`src/rtl/mem_arbiter_if.sv`:
```
// Bus bundle between the fetch/data requesters, the single-port RAM and mem_arbiter.
// master: requesters plus RAM side; slave: the arbiter.
interface mem_arbiter_if #(
  parameter int ADDR_W = 32,
  parameter int DATA_W = 32
);
  logic              if_req_i;
  logic [ADDR_W-1:0] if_addr_i;
  logic              if_gnt_o;
  logic              if_rvalid_o;
  logic [DATA_W-1:0] if_rdata_o;
  logic              mem_req_i;
  logic              mem_we_i;
  logic [ADDR_W-1:0] mem_addr_i;
  logic [DATA_W-1:0] mem_wdata_i;
  logic              mem_gnt_o;
  logic              mem_rvalid_o;
  logic [DATA_W-1:0] mem_rdata_o;
  logic              ram_ce_o;
  logic              ram_we_o;
  logic [ADDR_W-1:0] ram_addr_o;
  logic [DATA_W-1:0] ram_data_o;
  logic [DATA_W-1:0] ram_data_i;
  logic              if_stallreq_o;
  logic              mem_stallreq_o;

  modport master (
    output if_req_i, if_addr_i, mem_req_i, mem_we_i, mem_addr_i, mem_wdata_i, ram_data_i,
    input  if_gnt_o, if_rvalid_o, if_rdata_o, mem_gnt_o, mem_rvalid_o, mem_rdata_o,
           ram_ce_o, ram_we_o, ram_addr_o, ram_data_o, if_stallreq_o, mem_stallreq_o
  );

  modport slave (
    input  if_req_i, if_addr_i, mem_req_i, mem_we_i, mem_addr_i, mem_wdata_i, ram_data_i,
    output if_gnt_o, if_rvalid_o, if_rdata_o, mem_gnt_o, mem_rvalid_o, mem_rdata_o,
           ram_ce_o, ram_we_o, ram_addr_o, ram_data_o, if_stallreq_o, mem_stallreq_o
  );
endinterface

```
`src/rtl/mem_arbiter.sv`:
```
// Two-port (fetch / data) arbiter onto one single-cycle RAM, MEM priority over IF.
// Define ARB_STARVE_GUARD_EN to let a starved fetch port win after STARVE_LIMIT denials.
module mem_arbiter #(
  parameter int ADDR_W       = 32,
  parameter int DATA_W       = 32,
  parameter int STARVE_LIMIT = 4
) (
  input  logic          clk_i,
  input  logic          rst_i,
  mem_arbiter_if.slave  bus
);

  typedef enum logic [1:0] {
    ST_IDLE   = 2'd0,
    ST_IF_RD  = 2'd1,
    ST_MEM_RD = 2'd2
  } rd_state_t;

  rd_state_t state_r;
  rd_state_t state_next_s;
  logic      if_gnt_s;
  logic      mem_gnt_s;
  logic      guard_s;

`ifdef ARB_STARVE_GUARD_EN
  localparam int CNT_W = $clog2(STARVE_LIMIT + 1);
  logic [CNT_W-1:0] starve_cnt_r;

  assign guard_s = (starve_cnt_r == CNT_W'(STARVE_LIMIT));

  // Starvation counter: counts IF denials, saturates, clears on any IF grant.
  always_ff @(posedge clk_i or negedge rst_i) begin
    if (!rst_i) begin
      starve_cnt_r <= {CNT_W{1'b0}};
    end else if (if_gnt_s) begin
      starve_cnt_r <= {CNT_W{1'b0}};
    end else if (bus.if_req_i && !guard_s) begin
      starve_cnt_r <= starve_cnt_r + CNT_W'(1);
    end else begin
      starve_cnt_r <= starve_cnt_r;
    end
  end
`else
  assign guard_s = 1'b0;
`endif

  // Grant selection; everything is forced quiet while reset is held.
  always_comb begin
    if_gnt_s  = 1'b0;
    mem_gnt_s = 1'b0;
    if (!rst_i) begin
      if_gnt_s  = 1'b0;
      mem_gnt_s = 1'b0;
    end else if (bus.if_req_i && bus.mem_req_i) begin
      if_gnt_s  = guard_s;
      mem_gnt_s = !guard_s;
    end else begin
      if_gnt_s  = bus.if_req_i;
      mem_gnt_s = bus.mem_req_i;
    end
  end

  // RAM access drive and stall requests.
  always_comb begin
    bus.ram_ce_o       = 1'b0;
    bus.ram_we_o       = 1'b0;
    bus.ram_addr_o     = {ADDR_W{1'b0}};
    bus.ram_data_o     = {DATA_W{1'b0}};
    bus.if_gnt_o       = if_gnt_s;
    bus.mem_gnt_o      = mem_gnt_s;
    bus.if_stallreq_o  = rst_i && bus.if_req_i && !if_gnt_s;
    bus.mem_stallreq_o = rst_i && bus.mem_req_i && !mem_gnt_s;
    if (mem_gnt_s) begin
      bus.ram_ce_o   = 1'b1;
      bus.ram_we_o   = bus.mem_we_i;
      bus.ram_addr_o = bus.mem_addr_i;
      bus.ram_data_o = bus.mem_wdata_i;
    end else if (if_gnt_s) begin
      bus.ram_ce_o   = 1'b1;
      bus.ram_addr_o = bus.if_addr_i;
    end else begin
      bus.ram_ce_o   = 1'b0;
    end
  end

  // Pending-read state register (pending flag and owner in one encoding).
  always_ff @(posedge clk_i or negedge rst_i) begin
    if (!rst_i) begin
      state_r <= ST_IDLE;
    end else begin
      state_r <= state_next_s;
    end
  end

  // Next pending read, independent of the previous one so reads pipeline back to back.
  always_comb begin
    state_next_s = ST_IDLE;
    if (if_gnt_s) begin
      state_next_s = ST_IF_RD;
    end else if (mem_gnt_s && !bus.mem_we_i) begin
      state_next_s = ST_MEM_RD;
    end else begin
      state_next_s = ST_IDLE;
    end
  end

  // Read-data return to the owning port only.
  always_comb begin
    bus.if_rvalid_o  = 1'b0;
    bus.if_rdata_o   = {DATA_W{1'b0}};
    bus.mem_rvalid_o = 1'b0;
    bus.mem_rdata_o  = {DATA_W{1'b0}};
    case (state_r)
      ST_IF_RD: begin
        bus.if_rvalid_o = 1'b1;
        bus.if_rdata_o  = bus.ram_data_i;
      end
      ST_MEM_RD: begin
        bus.mem_rvalid_o = 1'b1;
        bus.mem_rdata_o  = bus.ram_data_i;
      end
      default: begin
        bus.if_rvalid_o  = 1'b0;
        bus.mem_rvalid_o = 1'b0;
      end
    endcase
  end

endmodule

```
`src/flat_wrapper.sv`:
```
// flat-port wrapper written by rule: the top's interface ports become plain ports
module mem_arbiter_flat 
#(
  parameter int ADDR_W       = 32,
  parameter int DATA_W       = 32,
  parameter int STARVE_LIMIT = 4
)
  (clk_i, rst_i, bus_if_req_i, bus_if_addr_i, bus_mem_req_i, bus_mem_we_i, bus_mem_addr_i, bus_mem_wdata_i, bus_ram_data_i, bus_if_gnt_o, bus_if_rvalid_o, bus_if_rdata_o, bus_mem_gnt_o, bus_mem_rvalid_o, bus_mem_rdata_o, bus_ram_ce_o, bus_ram_we_o, bus_ram_addr_o, bus_ram_data_o, bus_if_stallreq_o, bus_mem_stallreq_o);
  mem_arbiter_if #(.ADDR_W(ADDR_W), .DATA_W(DATA_W)) bus_i ();
  input  logic clk_i;
  input  logic rst_i;
  input wire logic [$bits(bus_i.if_req_i)-1:0] bus_if_req_i;
  input wire logic [$bits(bus_i.if_addr_i)-1:0] bus_if_addr_i;
  input wire logic [$bits(bus_i.mem_req_i)-1:0] bus_mem_req_i;
  input wire logic [$bits(bus_i.mem_we_i)-1:0] bus_mem_we_i;
  input wire logic [$bits(bus_i.mem_addr_i)-1:0] bus_mem_addr_i;
  input wire logic [$bits(bus_i.mem_wdata_i)-1:0] bus_mem_wdata_i;
  input wire logic [$bits(bus_i.ram_data_i)-1:0] bus_ram_data_i;
  output wire logic [$bits(bus_i.if_gnt_o)-1:0] bus_if_gnt_o;
  output wire logic [$bits(bus_i.if_rvalid_o)-1:0] bus_if_rvalid_o;
  output wire logic [$bits(bus_i.if_rdata_o)-1:0] bus_if_rdata_o;
  output wire logic [$bits(bus_i.mem_gnt_o)-1:0] bus_mem_gnt_o;
  output wire logic [$bits(bus_i.mem_rvalid_o)-1:0] bus_mem_rvalid_o;
  output wire logic [$bits(bus_i.mem_rdata_o)-1:0] bus_mem_rdata_o;
  output wire logic [$bits(bus_i.ram_ce_o)-1:0] bus_ram_ce_o;
  output wire logic [$bits(bus_i.ram_we_o)-1:0] bus_ram_we_o;
  output wire logic [$bits(bus_i.ram_addr_o)-1:0] bus_ram_addr_o;
  output wire logic [$bits(bus_i.ram_data_o)-1:0] bus_ram_data_o;
  output wire logic [$bits(bus_i.if_stallreq_o)-1:0] bus_if_stallreq_o;
  output wire logic [$bits(bus_i.mem_stallreq_o)-1:0] bus_mem_stallreq_o;
  assign bus_i.if_req_i = bus_if_req_i;
  assign bus_i.if_addr_i = bus_if_addr_i;
  assign bus_i.mem_req_i = bus_mem_req_i;
  assign bus_i.mem_we_i = bus_mem_we_i;
  assign bus_i.mem_addr_i = bus_mem_addr_i;
  assign bus_i.mem_wdata_i = bus_mem_wdata_i;
  assign bus_i.ram_data_i = bus_ram_data_i;
  assign bus_if_gnt_o = bus_i.if_gnt_o;
  assign bus_if_rvalid_o = bus_i.if_rvalid_o;
  assign bus_if_rdata_o = bus_i.if_rdata_o;
  assign bus_mem_gnt_o = bus_i.mem_gnt_o;
  assign bus_mem_rvalid_o = bus_i.mem_rvalid_o;
  assign bus_mem_rdata_o = bus_i.mem_rdata_o;
  assign bus_ram_ce_o = bus_i.ram_ce_o;
  assign bus_ram_we_o = bus_i.ram_we_o;
  assign bus_ram_addr_o = bus_i.ram_addr_o;
  assign bus_ram_data_o = bus_i.ram_data_o;
  assign bus_if_stallreq_o = bus_i.if_stallreq_o;
  assign bus_mem_stallreq_o = bus_i.mem_stallreq_o;
  mem_arbiter #(.ADDR_W(ADDR_W), .DATA_W(DATA_W), .STARVE_LIMIT(STARVE_LIMIT)) u_core (.clk_i(clk_i), .rst_i(rst_i), .bus(bus_i));
endmodule
```
`config.mk`:
```
export PLATFORM = sky130hd
export DESIGN_NAME = mem_arbiter_flat
export DESIGN_NICKNAME = d
export VERILOG_FILES = /design/src/rtl/mem_arbiter_if.sv /design/src/rtl/mem_arbiter.sv /design/src/flat_wrapper.sv
export SDC_FILE = /design/constraint.sdc
export NUM_CORES = 1
export LEC_CHECK = 0
export ABC_AREA = 0
export CAP_MARGIN = 10
export CORE_AREA = 10 10 97 99
export CTS_CLUSTER_SIZE = 24
export DETAILED_ROUTE_END_ITERATION = 7
export DIE_AREA = 0 0 107 109
export MAX_ROUTING_LAYER = met4
export PLACE_DENSITY_LB_ADDON = 0.05
export SETUP_SLACK_MARGIN = 0.2
export SLEW_MARGIN = 25
export SYNTH_ARGS = -nofsm -noshare
export SYNTH_HDL_FRONTEND = slang
export SYNTH_SLANG_ARGS = --single-unit
export TNS_END_PERCENT = 1
```
`constraint.sdc`:
```
create_clock -name clk_i -period 1.5 [get_ports clk_i]
set_input_delay 0.3 -clock clk_i [delete_from_list [all_inputs] [get_ports clk_i]]
set_output_delay 0.3 -clock clk_i [all_outputs]
set_load 0.01 [all_outputs]
```
Yosys cells after proc, flatten, opt, wreduce, memory -nomap -nowiden
Index checks and enable logic that the tools add are counted.
Operators by class
  equality and inequality tests: 2
  multiplexer cells: 16
  reduce and logical (&&, ||, !) cells: 9
Operator list (number)
  $mux W32: 5
  $mux W1: 9
  $logic_and A1 B1 Y1: 6
  $mux W2: 2
  $logic_not A1 Y1: 3
  $eq A2 B1 Y1 const B: 1
  $eq A2 B2 Y1 const B: 1
Storage, ports and cells
  flip-flop bits (word level): 2
  bits of input ports: 133
  word-level logic and storage cells: 28

Depth between registers and ports, before layout
Gate-level depths: netlist of run 1.
  word-level depth: 6
  gate-level depth with buffers: 4

Worst setup path after synthesis of run 1
No wires, ideal clock.
  path kind: reg2out
  start: reg u_core.state_r[1]
  end: out bus_if_rdata_o[10]
  data arrival time: 969 ps
  slack: 231 ps
  stages on the path, launching flop included: 4
  buffers on the path: 1
  cells stage by stage: dfrtp_1 -> nor2b_1 -> clkbuf_1 -> and2_1
Between the ends
  longest elaborated chain between the ends: 2
RTL lines
  start: declaration: RTL line mem_arbiter.sv:19  | rd_state_t state_r;
  start signal: assignment: RTL line mem_arbiter.sv:91  | state_r <= state_next_s;
  $eq A2 B1 Y1: RTL line mem_arbiter.sv:113  | case (state_r)
  $mux W32: RTL line mem_arbiter.sv:113
  end: declaration: RTL line flat_wrapper.sv:21  | output wire logic [$bits(bus_i.if_rdata_o)-1:0] bus_if_rdata_o;
No other way between the ends.

Final worst setup path of run 1
  start: reg u_core.state_r[0]
  end: out bus_if_rdata_o[17]
Same word-level chain as after synthesis.

==> impl_results.md, run 1 <==
- Final net count: 571
- Fin area: 4106 sq um
- Non-filler instance count after layout: 539
- Pwr Density: 303.2 nW/um^2
- Global routing usage summed across all routing layers: 16.89%
- Largest register by flop count: u_core.state_r
- Post-DRT Antenna Nets: 0
- Remaining routing DRC violations: 0
- CP required: 1.20 ns
- Flip-flop count of the largest register after layout: 2
- Maximum net fanout on the critical path: 9
- Net switching power: 391.2 uW
- Internal power summed over all cells: 854.0 uW
- Yosys warns: 0
- Critical path launch point type: register
- Maximum number of pins on one net before global-route repair: 35
- CP max stage delay: 0.39 ns
- H-tree Lvls: 1
- Average wire length per cell after detail routing: 20.17 um
- Initial DRC count: 83
- Run status: finished with violations
- Leakage: 0.002241 uW
- Clock power share: 16.7%
- Drt first pass iters: 4
- Kind of capture point of the worst setup path: primary output
- Max Slew Vio Count: 0
- Sum of negative setup slack: -2.553 ns
- Vias per std cell: 4.416
- Cells along the critical path: nor2b_4, buf_6, clkbuf_16, and2_1, buf_2
- Starting density of the core: 16.47%
- Total nets after synthesis: 298
- Cell count after synthesis: 165
- Launching instance or port of the critical path: u_core.state_r[0]$_DFF_PN0_
- Initial antenna violation count: 1
- Most common cell after layout, fill and taps aside: clkdlybuf4s50_1
- Area post-placement: 4010 sq um
- Portion of the post-synthesis area used by sequential elements: 4.036%
- Sw Ratio: 31.42%
- Slowest cell on crit path: dfrtp_1
- Final weighted congestion in routability-driven placement: 0.8136
- Upper clock frequency limit: 0.6220 GHz
- Class of the most critical setup path: register to primary output
- Number of unique standard cell types used by synthesis: 16
- RSZ-0062 raised after global routing: true
- Relative area change from synthesis to final layout: 231.2%
- Minimum setup slack in the final design: -0.1078 ns
- Post-layout utilization of the core: 54.55%
- Number of buffers added on ports: 267
- Sequential share of power: 4.7%
- Placement row count: 32
- Overflow after GRT: 0
- Boundary pin count: 269
- Max capacitance violation total: 0
- Share of layout cells above drive strength 1: 51.61%
- Worst Setup EP: bus_if_rdata_o[17]
- Total detailed-routing wirelength: 10870 um
- DP Cell Count: 523
- Die outline area: 11660 sq um
- Setup Viol. Count Final: 36
- Total chip power: 1245 uW
- Data arrival time of the critical path: 1.31 ns
- Min Tclk post-route: 1.608 ns
- Half-perimeter wire length after placement: 8826 um
- Vias in the first global route: 2515
- First-pass GRT wire length: 15000 um
- Number of sinks on the clock net: 2
- Core footprint: 7527 sq um
- TritonCTS buffer count: 3
- Mean post-synth cell area: 7.515 sq um
- Routed vias: 2380
- Synth Register Bits: 2
- IR drop worst, VDD: 0.1337 mV
- Die Width: 107 um
- Failing checks: negative setup slack
- Biggest regs: u_core.state_r: 2 flops
- Reg clk slew, reported paths: 0.03 ns
- Share of total power in combinational logic: 78.6%
- Final clock period utilization by the worst path: 107.2%
- Leading cell types in the layout, fill and taps excluded: 87 x clkdlybuf4s50_1, 72 x buf_6, 71 x buf_2
- Buffer cell driving the clock tree root: clkbuf_8
- Vertical die dimension: 109 um
- Hold Violations, Final: 0
- Deepest clock path buffer count: 2
- Netlist area before placement: 1240 sq um
- Worst min-delay path category: input port to register
- TritonCTS clock tree: done
[Yosys cell counts]
| cell type | number | area [sq um] |
|---|---|---|
| a32o_1 | 12 | 120.1 |
| a32o_2 | 20 | 225.2 |
| and2_1 | 66 | 412.9 |
| and2b_1 | 1 | 7.510 |
| and3_1 | 29 | 181.4 |
| and3_2 | 5 | 37.54 |
| buf_2 | 3 | 15.01 |
| buf_4 | 1 | 7.510 |
| buf_6 | 5 | 56.30 |
| buf_8 | 3 | 45.04 |
| clkbuf_1 | 13 | 48.80 |
| conb_1 | 1 | 3.750 |
| dfrtp_1 | 2 | 50.05 |
| nor2b_1 | 2 | 12.51 |
| nor2b_2 | 1 | 8.760 |
| o21a_1 | 1 | 7.510 |
[power by group through the flow]
| stage | registers (uW) | logic, uW | clock network [uW] |
|---|---|---|---|
| floorplan | 57.7 | 287 | 0 |
| global placement | 57.8 | 958 | 0 |
| detailed placement | 57.9 | 960 | 0 |
| CTS | 58.7 | 945 | 215 |
| global route | 58.8 | 1040 | 220 |
| finish | 58.6 | 978 | 208 |
[metal layers]
metal	routed length, um	track usage, %	share of wire, %
met5	0	-	0
met4	69	3.578	0.63
met3	748	3.717	6.9
met2	5839	30.99	54
met1	4214	18.24	39
[cell families (layout without fill, tap and decap cells)]
| logic type | Yosys count | in the layout | synth area share, % |
|---|---|---|---|
| compound gates | 33 | 33 | 28.46 |
| buf+inv | 25 | 296 | 13.92 |
| flops | 2 | 2 | 4.036 |
| other cells | 1 | 2 | 0.3024 |
| simple gates | 104 | 104 | 53.28 |
[worst max-delay path, delay by kind of cell, from the launching register on]
kind                   cells  cell delay, ns
buffers and inverters      3            0.40
AND/OR/NAND/NOR            2            0.30
flip-flops                 1            0.39
[how the worst min path moves through the flow]
stage	endpoint	slack, ns	startpoint	depth (start not counted)
after floorplan	u_core.state_r[0]$_DFF_PN0_	0.004	rst_i	0
after global placement	u_core.state_r[1]$_DFF_PN0_	0.72	rst_i	2
after detailed placement	u_core.state_r[1]$_DFF_PN0_	0.73	rst_i	2
after CTS	u_core.state_r[1]$_DFF_PN0_	0.51	bus_mem_we_i	2
after global routing	u_core.state_r[1]$_DFF_PN0_	0.54	bus_mem_we_i	2
final	u_core.state_r[1]$_DFF_PN0_	0.52	bus_mem_we_i	2
[final cells by class]
type / instances / area, sq um
flip-flops and latches: 2 / 50.05
clock buffers: 3 / 41.29
multi-input cells: 138 / 1140
well taps: 102 / 127.6
repair buffers: 293 / 2745
fillers: 765 / 3421
diodes: 1 / 2.502
[metrics by stage]
step                      setup slack, ns  hold WS, ns
after floorplan                    0.2306     0.004409
after global placement            -0.8273       0.7224
after detailed placement          -0.8328       0.7330
after CTS                        -0.09761       0.5125
after global routing              -0.1602       0.5436
final                             -0.1078       0.5236
[timing repair]
action	CTS	global route
resized for setup	675	60
hold endpoints to repair	1	0
setup endpoints to repair	136	110
hold buffers	2	0
cloned	6	1
pin swaps	61	43
setup buffers	3	0
Power figures use the tool's default switching activity.
==> run 2, diff against run 1 <==
Settings changed: CORE_AREA 10 10 97 99 to 5 5 100 102, DIE_AREA 0 0 107 109 to 0 0 105 107.
==> impl_results.md, run 2 (same netlist as run 1, synthesis figures left out) <==
- Data arrival time of the critical path: 1.34 ns (+0.03 ns)
- Sum of negative setup slack: -4.603 ns (-2.050 ns)
- Vertical die dimension: 107 um (-1.8%)
- Post-layout utilization of the core: 48.02% (-6.5 points)
- Half-perimeter wire length after placement: 7514 um (-15%)
- Maximum net fanout on the critical path: 4 (-5)
- Combined area of the multi-input logic cells: 1156 sq um (+1.4%)
- Top routing layer used: met4
- Vias in the first global route: 2568 (+2.1%)
- Largest register by flop count: u_core.state_r
- Deepest clock path buffer count: 2 (unchanged)
- IR drop worst, VDD: 0.1145 mV (-14%)
- Total chip power: 1308 uW (+5.0%)
- Number of filler instances in the final layout: 923 (+21%)
- Post-Route M1 WL: 3348 um (-21%)
- First-pass GRT wire length: 14280 um (-4.8%)
- TritonCTS buffer count: 3 (unchanged)
- Worst min-delay path category: input port to register
- Vias per std cell: 4.359 (-1.3%)
- Number of buffers added on ports: 267 (unchanged)
- Max capacitance violation total: 0 (unchanged)
- Final clock period utilization by the worst path: 109.1% (+1.9 points)
- Pwr Density: 301.9 nW/um^2 (-0.45%)
- Routed vias: 2402 (+0.92%)
- Buffer cell driving the clock tree root: clkbuf_8
- Share of layout cells above drive strength 1: 54.32% (+2.7 points)
- Dpl ws: -0.8332 ns (-0.0004390 ns)
- Number of sinks on the clock net: 2 (unchanged)
- Antenna Cells: 0 (-1)
- Kind of capture point of the worst setup path: primary output
- Relative area change from synthesis to final layout: 249.3%
- Core footprint: 9021 sq um (+20%)
- Max Slew Vio Count: 0 (unchanged)
- Placement row count: 35 (+9.4%)
- Reg clk slew, reported paths: 0.03 ns (about the same)
- Final net count: 575 (+0.70%)
- Global routing usage summed across all routing layers: 16.28% (-0.61 points)
- Post-DRT Antenna Nets: 0 (unchanged)
- CP required: 1.20 ns (about the same)
- Die Width: 105 um (-1.9%)
- WL met3: 900 um (+20%)
- Minimum setup slack in the final design: -0.1358 ns (-0.02795 ns)
- Starting density of the core: 13.74% (-2.7 points)
- Critical path launch point type: register
- RSZ-0062 raised after global routing: true
- H-tree Lvls: 1 (unchanged)
- Metal2 WL: 5649 um (-3.3%)
- Leading cell types in the layout, fill and taps excluded: 96 x clkdlybuf4s50_1, 80 x buf_6, 64 x buf_2
- TritonCTS clock tree: done
- Class of the most critical setup path: register to primary output
- Min Tclk post-route: 1.636 ns (+0.02795 ns)
- Average wire length per cell after detail routing: 18.08 um (-10%)
- Die outline area: 11240 sq um (-3.7%)
- Setup Viol. Count Final: 48 (+33%)
- Remaining routing DRC violations: 0 (unchanged)
- Upper clock frequency limit: 0.6113 GHz (-1.7%)
- Hold-critical path depth: 2 (unchanged)
- Boundary pin count: 269 (unchanged)
- Initial antenna violation count: 0 (-1)
- Most common cell after layout, fill and taps aside: clkdlybuf4s50_1
- Flip-flop count of the largest register after layout: 2 (unchanged)
- Overflow after GRT: 0 (unchanged)
- Final hold slack: 0.5257 ns (+0.002120 ns)
- Run status: finished with violations
- Hold Violations, Final: 0 (unchanged)
- Biggest regs: u_core.state_r: 2 flops
- Leakage: 0.002310 uW (+3.1%)
- Total detailed-routing wirelength: 9962 um (-8.4%)
- Area of all sequential standard cells: 50.05 sq um (unchanged)
- Initial DRC count: 49 (-41%)
- Maximum number of pins on one net before global-route repair: 24 (-31%)
- Failing checks: negative setup slack
- Final weighted congestion in routability-driven placement: 0.7862 (-3.4%)
- Drt first pass iters: 4 (unchanged)
[run 2: final timing paths]
path,startpoint,end,slack (ns)
worst min-delay path,bus_mem_we_i,u_core.state_r[1]$_DFF_PN0_,0.53
worst max-delay path,u_core.state_r[0]$_DFF_PN0_,bus_mem_rdata_o[22],-0.14
max in group asynchronous,rst_i,u_core.state_r[0]$_DFF_PN0_,0.83
min in group asynchronous,rst_i,u_core.state_r[1]$_DFF_PN0_,0.55
[run 2: final cells by class]
type | instances | share of cell area, %
Timing Repair Buffer | 297 | 68.00
Clock buffer | 3 | 0.9532
Tap cell | 111 | 3.206
Multi-Input combinational cell | 138 | 26.69
Sequential cell | 2 | 1.155
[run 2: stage by stage]
step	cells	instance area (sq um)
3_3_place_gp	531	4039
3_5_place_dp	531	4039
6_report	551	4332
2_1_floorplan	165	1240
4_1_cts	549	3978
5_1_grt	551	4332
[run 2: power breakdown]
group / switching, uW / internal (uW)
combinational: 354 / 685
clock: 40.1 / 169
sequential: 1.81 / 56.5
[run 2: what timing repair did]
action                                  CTS  global route
setup buffers                             6             0
hold endpoints to repair                  2             0
hold buffers                              1             0
endpoints found under the setup margin  137           105
resized for setup                       653            86
cloned                                    8             2
pin swaps                                62            52
[run 2: layer usage]
layer  vias up  GRT usage, %
li1       1160             -
met3         4         5.599
met5         -             -
met4         0         3.105
met2       153         31.79
met1      1085         15.45
[run 2: critical path, cell delays in order, from the launching register on]
cell       delay, ns
dfrtp_1         0.37
buf_6           0.12
nor2b_4         0.12
buf_6           0.15
clkbuf_16       0.14
and2_4          0.13
buf_6           0.09
